--- config.mk ---
export PLATFORM = sky130hd
export DESIGN_NAME = uart_tx_arbiter
export DESIGN_NICKNAME = d
export VERILOG_FILES = /design/src/rtl/uart_pkg.sv /design/src/rtl/rr_priority_pick.sv /design/src/rtl/uart_tx_arbiter.sv
export SDC_FILE = /design/constraint.sdc
export NUM_CORES = 1
export LEC_CHECK = 0
export BUFFER_PORTS_ARGS = -buffer_cell sky130_fd_sc_hd__buf_4
export CORE_MARGIN = 1
export CORE_UTILIZATION = 40
export CTS_BUF_LIST = sky130_fd_sc_hd__clkbuf_16
export DETAILED_ROUTE_END_ITERATION = 12
export PLACE_DENSITY_LB_ADDON = 0.2
export SYNTH_ARGS = -nofsm -noshare
export SYNTH_HDL_FRONTEND = slang
export SYNTH_SLANG_ARGS = --single-unit
--- constraint.sdc ---
create_clock -name clock -period 2.5 [get_ports clock]
set_input_delay 0.125 -clock clock [delete_from_list [all_inputs] [get_ports clock]]
set_output_delay 0.125 -clock clock [all_outputs]
set_load 0.02 [all_outputs]
--- src/rtl/uart_pkg.sv ---
// rtl/uart_pkg.sv - shared types and helpers for the UART transmit arbiter
package uart_pkg;

  // IDLE arbitrates, TAG emits the source-id header byte, STREAM passes a packet through
  typedef enum logic [1:0] {
    IDLE   = 2'd0,
    TAG    = 2'd1,
    STREAM = 2'd2
  } arb_state_t;

  // Width of a source id (and therefore of the tag payload) for n sources
  function automatic int tag_width(input int n);
    return (n > 1) ? $clog2(n) : 1;
  endfunction

endpackage

--- src/rtl/rr_priority_pick.sv ---
// rtl/rr_priority_pick.sv - round-robin pick of the first request after the last winner
module rr_priority_pick
  import uart_pkg::*;
#(
  parameter int N = 4,
  localparam int W = tag_width(N)
) (
  input  logic [N-1:0] request,
  input  logic [W-1:0] last,
  output logic         found,
  output logic [W-1:0] index
);

  logic [W-1:0] cand;

  // Scan N positions starting one past the last winner; the first hit wins
  always_comb begin
    found = 1'b0;
    index = '0;
    cand  = '0;
    for (int k = 1; k <= N; k++) begin
      cand = W'((int'(last) + k) % N);
      if (!found && request[cand]) begin
        found = 1'b1;
        index = cand;
      end
    end
  end

endmodule

--- src/rtl/uart_tx_arbiter.sv ---
// rtl/uart_tx_arbiter.sv - packet-granular round-robin arbiter in front of uart_tx (option: UART_TX_ARBITER_TAG_EN)
module uart_tx_arbiter
  import uart_pkg::*;
#(
  parameter int NUM_REQUESTERS = 4,
  parameter int NUMBER_OF_BITS = 8,
  parameter int MAX_BURST      = 16
) (
  input  logic                                          clock,
  input  logic                                          reset,
  input  logic [NUM_REQUESTERS-1:0]                     req_valid,
  output logic [NUM_REQUESTERS-1:0]                     req_ready,
  input  logic [NUM_REQUESTERS-1:0][NUMBER_OF_BITS-1:0] req_data,
  input  logic [NUM_REQUESTERS-1:0]                     req_last,
  output logic                                          out_valid,
  input  logic                                          out_ready,
  output logic [NUMBER_OF_BITS-1:0]                     out_data,
  output logic [$clog2(NUM_REQUESTERS)-1:0]             grant_id,
  output logic                                          busy
);

  localparam int IDW = $clog2(NUM_REQUESTERS);
  localparam int BCW = $clog2(MAX_BURST);

`ifdef UART_TX_ARBITER_TAG_EN
  if (NUMBER_OF_BITS < tag_width(NUM_REQUESTERS)) begin : g_tag_fits
    $error("uart_tx_arbiter: NUMBER_OF_BITS cannot hold the grant tag");
  end
`endif

  arb_state_t     state, state_next;
  logic [IDW-1:0] last_grant, last_grant_next;
  logic [IDW-1:0] grant_next;
  logic [BCW-1:0] beat_count, beat_count_next;
  logic           pick_found;
  logic [IDW-1:0] pick_index;
  logic           stream_beat;

  rr_priority_pick #(
    .N(NUM_REQUESTERS)
  ) u_pick (
    .request(req_valid),
    .last   (last_grant),
    .found  (pick_found),
    .index  (pick_index)
  );

  // State and grant bookkeeping registers
  always_ff @(posedge clock) begin
    if (reset) begin
      state      <= IDLE;
      last_grant <= IDW'(NUM_REQUESTERS - 1);
      grant_id   <= '0;
      beat_count <= '0;
    end else begin
      state      <= state_next;
      last_grant <= last_grant_next;
      grant_id   <= grant_next;
      beat_count <= beat_count_next;
    end
  end

  // Next-state decision and the output muxes for the granted source
  always_comb begin
    state_next      = state;
    last_grant_next = last_grant;
    grant_next      = grant_id;
    beat_count_next = beat_count;
    out_valid       = 1'b0;
    out_data        = '0;
    req_ready       = '0;
    busy            = 1'b0;
    stream_beat     = 1'b0;

    case (state)
      IDLE: begin
        if (pick_found) begin
          grant_next      = pick_index;
          beat_count_next = '0;
`ifdef UART_TX_ARBITER_TAG_EN
          state_next      = TAG;
`else
          state_next      = STREAM;
`endif
        end
      end

`ifdef UART_TX_ARBITER_TAG_EN
      TAG: begin
        busy      = 1'b1;
        out_valid = 1'b1;
        out_data  = NUMBER_OF_BITS'(grant_id);
        if (out_ready) begin
          state_next = STREAM;
        end
      end
`endif

      STREAM: begin
        busy                = 1'b1;
        out_valid           = req_valid[grant_id];
        out_data            = req_data[grant_id];
        req_ready[grant_id] = out_ready;
        stream_beat         = req_valid[grant_id] && out_ready;
        if (stream_beat) begin
          // The closing beat leaves the count alone so it can never wrap
          if (req_last[grant_id] || (beat_count == BCW'(MAX_BURST - 1))) begin
            state_next      = IDLE;
            last_grant_next = grant_id;
          end else begin
            beat_count_next = beat_count + 1'b1;
          end
        end
      end

      default: begin
        state_next = IDLE;
      end
    endcase
  end

endmodule

==> results_dict.tcl, run 1 <==
set metrics [dict create \
    clock_path_buffers 2 \
    switching_share 0.270 \
    cts_hold_buf 0 \
    async_reset_ff_frac 0 \
    post-route-util 0.702 \
    ir_drop_v 0.000514 \
    synth_top_area_cell "dfxtp_1" \
    finalNonFillerCells 175 \
    fin_area_um2 1380 \
    finalSetupViolations 0 \
    setup_ws_ns 0.517 \
    crit_type "reg -> reg" \
    place.gp.congestion 0.871 \
    tns_ns 0 \
    skew_ns 0.00691 \
    synthTopCellsByCount "dfxtp_1 (9), nor2_1 (9), and2_1 (8)" \
    synth_area_um2 836 \
    clock_power_share 0.425 \
    crit_fanout 16 \
    hold_depth 2 \
    drtIter0Drc 19 \
    nNetsFinal 193 \
    routed.top_layer "met4" \
    synth.distinct_cells 34 \
    antenna_found_initial 0 \
    slew_violations 0 \
    num_rows 16 \
    ys_seq_area_frac 0.216 \
    numCtsBuffers 3 \
    cts-root-buf "clkbuf_16" \
    start_util 0.426 \
    dieArea_um2 2280 \
    num_antenna_cells 0 \
    p_seq_frac 0.242 \
    fillers 162 \
    yosysTopAreaCellShare 0.216 \
    syn_area_per_cell_um2 9.50 \
    synthCells 88 \
    syn_nets 132 \
    period_minus_slack_ns 1.98 \
    syn_to_final_growth_pct 64.7 \
    hold_viol 0 \
    cts_sinks 9 \
    postRouteAntennaNets 0 \
    first_pass_iters 5 \
    power_frac_comb 0.333 \
    io_pins 59 \
    worstMarginPinSlew_ns 0.648 \
    grtUsageTotal 0.240 \
    p_int_mw 0.484 \
    end_kind "register" \
    synth_area_leaders "dfxtp_1 (22%), mux4_2 (16%), mux4_1 (9.4%)" \
    leakagePower_nw 0.623 \
    cts_tree "built" \
    die_w_um 47.7 \
    dr_wl_met2_um 1290 \
    clk_latency_ns 0.24 \
    dpl_cell_area_um2 1300 \
    hold_class "in -> reg" \
    wl_per_cell_um 14.9 \
    crit_required_ns 2.66 \
    drive_gt1_frac 0.480 \
    max_slew_margin 0.564 \
    port_buffers 58 \
    grt_remaining_overflow 0 \
    grt_pass1_wl_um 3770 \
    switching_power_mw 0.179 \
    ys_ff_latch 9 \
    htree_levels 1 \
    wl_met3_um 296 \
    fmax_ghz 0.504 \
    dp.cells 171 \
    vias 1003 \
    clkTransAtPathRegs_ns 0.04 \
    place_ws_ns 0.580 \
    die_y_um 47.7 \
    wirelength_met1_um 929 \
    grt_pass1_vias 932 \
    postCtsSetupBuffers 0 \
    hpwl_um 2000 \
    start_kind "register" \
    reg2reg_depth 4 \
    power_density_nw_per_um2 482 \
    synth_warnings 0 \
    timing.final.crit_share 0.793 \
    synth_edf_count 0 \
    status "finished clean" \
    crit_arrival_ns 2.14 \
    post-route-drc-count 0 \
    synth_ff_type "dfxtp_1" \
    wl_um 2610 \
    via_per_inst 5.73 \
    grt_max_degree 17 \
    cts-resized-gates 0 \
    rsz0062_at_grt "false" \
    drv_cap 0 \
    core_area_um2 1960 \
]
power by group through the flow:
stage                     sequential, mW  clock [mW]  combinational [mW]
after floorplan                    0.164           0               0.119
after global placement             0.163           0               0.217
after detailed placement           0.163           0               0.220
after CTS                          0.161       0.284               0.221
after global routing               0.162       0.292               0.241
final                              0.161       0.282               0.221
placed cells by master (no fill, tap or decap), drive strengths merged, types with 3 or more instances in the layout:
cell     n
a21oi    3
a31oi    4
and2     8
buf     60
clkbuf   3
dfxtp    9
inv      6
mux2i    3
mux4     9
nand2    3
nor2     9
o21ai    4
o31ai    3
metrics by stage:
stage / total power [mW] / hold slack [ns]
after global routing: 0.696 / 0.125
after floorplan: 0.283 / 0.194
final: 0.663 / 0.113
after global placement: 0.380 / 0.354
after detailed placement: 0.383 / 0.356
after CTS: 0.666 / 0.109
worst max-delay path, cell delays in order, from the launching register on:
cell	delay [ns]
dfxtp_1	0.59
nand3_1	0.28
o22a_1	0.34
or4_1	0.52
a21boi_1	0.17
flip-flops by register name, indices dropped and copies added (netlist names):
register,count
beat_count,4
grant_id,2
last_grant,2
state,1
worst paths after layout:
path	startpoint	to	slack [ns]
worst max-delay path	state[1]	beat_count[3]	0.52
worst max register to register	state[1]	beat_count[3]	0.52
worst min register to register	beat_count[0]	beat_count[0]	0.51
worst min-delay path	reset	grant_id[1]	0.11
layer usage:
metal,GRT usage,vias to the layer above
li1,-,470
met1,0.243,458
met2,0.427,61
met3,0.0604,14
met4,0.167,0
met5,0,-
final cells by class:
cell class / instances / area, µm² / area share
inverters: 5 / 18.8 / 0.0136
multi-input cells: 70 / 614 / 0.446
clock buffers: 3 / 75.1 / 0.0545
repair buffers: 60 / 450 / 0.327
flip-flops and latches: 9 / 180 / 0.131
clock inverters: 1 / 3.75 / 0.00273
well taps: 27 / 33.8 / 0.0245
cells by family after synthesis:
kind of cell / share of synthesized area
simple gates: 0.184
compound gates: 0.244
mux: 0.292
fa+ha+maj: 0.0150
buf+inv: 0.0494
flops: 0.216
No activity file was read; power rests on OpenSTA's default activity.
==> run 2: changes to the inputs <==
Settings changed: ABC_AREA from default to 1, CORE_UTILIZATION 40 to 41.
Clock period 2.5 ns to 1.9 ns, I/O delays scaled along.
==> results_dict.tcl, run 2 <==
set metrics [dict create \
    synth.distinct_cells 27 \
    cts_tree "built" \
    leakagePower_nw 0.822 \
    synth-simple-area-share 0.526 \
    core_area_um2 2280 \
    reg_top3 "beat_count (4), grant_id (2), last_grant (2)" \
    ys_ff_latch 9 \
    postCtsSetupBuffers 0 \
    yosysTopAreaCellShare 0.196 \
    synth_warnings 0 \
    synth_fa_ha_area_frac 0.0123 \
    syn_area_per_cell_um2 5.94 \
    power_density_nw_per_um2 718 \
    synth_edf_count 0 \
    via_per_inst 5.41 \
    worstReg2RegStart "last_grant[0]" \
    grt_pass1_vias 1198 \
    cts_hold_buf 0 \
    worstHoldEndpoint "beat_count[1]" \
    hold_viol 0 \
    start_util 0.446 \
    synth_ff_type "dfxtp_1" \
    synth_top_area_cell "nand2_1" \
    grtUsageTotal 0.264 \
    numCtsBuffers 3 \
    slew_violations 0 \
    cp_common_cell "buf_4" \
    hold_class "in -> reg" \
    p_total_mw 1.13 \
    async_reset_ff_frac 0 \
    regMostFlops "beat_count" \
    synth_area_um2 1020 \
    synthMuxAreaShare 0 \
    syn_to_final_growth_pct 54.6 \
    layout_commonest_cell "buf_4" \
    synthCells 171 \
    ir_drop_v 0.000728 \
    synth-xor-area-share 0.0172 \
    wl_per_cell_um 13.3 \
    hpwl_um 2710 \
    r2r_slack_ns 0.27 \
    synth_top_family_by_area "simple AND/OR/NAND/NOR gates" \
    crit_fanout 11 \
    clk_latency_ns 0.24 \
    largest_reg_flops 4 \
    synth_area_leaders "nand2_1 (20%), dfxtp_1 (18%), nand3_1 (13%)" \
    wl_um 3450 \
    end_kind "output port" \
    drive_gt1_frac 0.355 \
    worstMarginPinSlew_ns 0.505 \
    reg2reg_depth 8 \
    crit_arrival_ns 1.68 \
    antenna_found_initial 0 \
    worst_hold_slack_ns 0.0638 \
    tns_ns 0 \
    num_rows 17 \
    synth_most_common_cell "nand2_1" \
    timing.final.crit_share 0.933 \
    nNetsFinal 276 \
    grt_remaining_overflow 0 \
    die_w_um 51.8 \
    drv_cap 0 \
    worstPathCellList "buf_4 -> nor2_2 -> a22oi_1 -> a31oi_1 -> buf_4" \
    drtIter0Drc 30 \
    die_y_um 51.8 \
    rsz0062_at_grt "false" \
    port_buffers 58 \
    start_kind "register" \
    crit_required_ns 1.80 \
    cts-root-buf "clkbuf_16" \
    post-route-drc-count 0 \
    max_slew_margin 0.663 \
    skew_ns 0.00412 \
    reg2reg_to "state[1]" \
    place.gp.congestion 0.841 \
    final_cell_mix "buf_4 (61), nand2_1 (53), nand3_1 (26)" \
    io_pins 59 \
    status "finished clean" \
    num_antenna_cells 0 \
    postRouteAntennaNets 0 \
    ys_seq_area_frac 0.177 \
    finalSetupViolations 0 \
    synthTopCellsByCount "nand2_1 (53), nand3_1 (26), inv_1 (16)" \
    dieArea_um2 2680 \
    grt_pass1_wl_um 5200 \
    clkTransAtPathRegs_ns 0.04 \
    synth-compound-area-share 0.165 \
    min_from "reset" \
    grt_max_degree 14 \
    fmax_ghz 0.564 \
    hold_depth 2 \
    crit_type "reg -> out" \
    critPathSlowestCell "dfxtp_1" \
    cts_sinks 9 \
    vias 1401 \
    cpPeakStageDelay_ns 0.43 \
    syn_nets 215 \
    period_minus_slack_ns 1.77 \
    htree_levels 1 \
    clock_path_buffers 2 \
    first_pass_iters 4 \
]
run 2: cell types whose count changed after synthesis, moves of 4 or more:
| cell | before | now |
|---|---|---|
| nand2_1 | 3 | 53 |
| nand3_1 | 2 | 26 |
| inv_1 | 5 | 16 |
| a22oi_1 | 0 | 8 |
| and2_1 | 8 | 0 |
| nand2_2 | 0 | 7 |
| mux4_2 | 6 | 0 |
| a31oi_1 | 4 | 8 |
| nand2_4 | 0 | 4 |
| nor3_1 | 0 | 4 |
| o21ai_0 | 4 | 0 |
run 2: critical path: cells and delay by family (launching register included):
| family | cells | cell delay [ns] |
|---|---|---|
| AOI/OAI and AO/OA | 2 | 0.31 |
| buffers and inverters | 2 | 0.41 |
| DFF | 1 | 0.43 |
| and+or+nand+nor | 1 | 0.28 |
run 2: logic make-up after synthesis:
logic type	count (synthesis)
AO/OA/AOI/OAI	26
XOR/XNOR	2
adder cells (fa/ha/maj)	1
buffers and inverters	24
flip-flops	9
AND/OR/NAND/NOR	109
run 2: layout make-up:
class / count / area (µm²)
sequential: 9 / 180
multi-input combinational: 138 / 742
clock buffer: 3 / 75.1
clock inverter: 1 / 3.75
timing repair buffer: 61 / 458
fill: 187 / 706
tap: 28 / 35.0
inverter: 19 / 76.3
run 2: what timing repair did:
action,in CTS,in global routing
setup endpoints to repair,8,2
cloned,0,0
resized for setup,2,1
run 2: per-stage QoR:
stage                     utilization  worst slack (ns)  instance area [µm²]  std cells
after floorplan                     -             0.317                 1020        171
after global placement          0.651             0.280                 1480        255
after detailed placement        0.651             0.198                 1480        255
after CTS                       0.688            0.0913                 1570        259
after global routing            0.690            0.0409                 1570        259
final                           0.690             0.126                 1570        259
run 2: worst max-delay path by stage:
stage	start	end	slack, ns	depth (start not counted)
5_1_grt	grant_id[0]	out_data[2]	0.04	5
2_1_floorplan	grant_id[0]	out_data[0]	0.32	5
6_report	grant_id[0]	out_data[1]	0.13	5
3_5_place_dp	grant_id[1]	out_data[1]	0.20	5
4_1_cts	grant_id[1]	out_data[1]	0.09	5
3_3_place_gp	grant_id[1]	out_data[1]	0.28	5
run 2: layer usage:
| metal | vias up | track usage | wire length [µm] |
|---|---|---|---|
| li1 | 701 | - | - |
| met1 | 632 | 0.307 | 1440 |
| met2 | 63 | 0.478 | 1700 |
| met3 | 5 | 0.0351 | 255 |
| met4 | 0 | 0.108 | 49 |
| met5 | - | 0 | 0 |
run 2: power breakdown:
| group | total (mW) | leakage, nW | internal (mW) | switching (mW) |
|---|---|---|---|---|
| Combinational | 0.524 | 0.706 | 0.218 | 0.306 |
| Sequential | 0.233 | 0.0736 | 0.203 | 0.0305 |
| Clock | 0.370 | 0.0423 | 0.275 | 0.0953 |
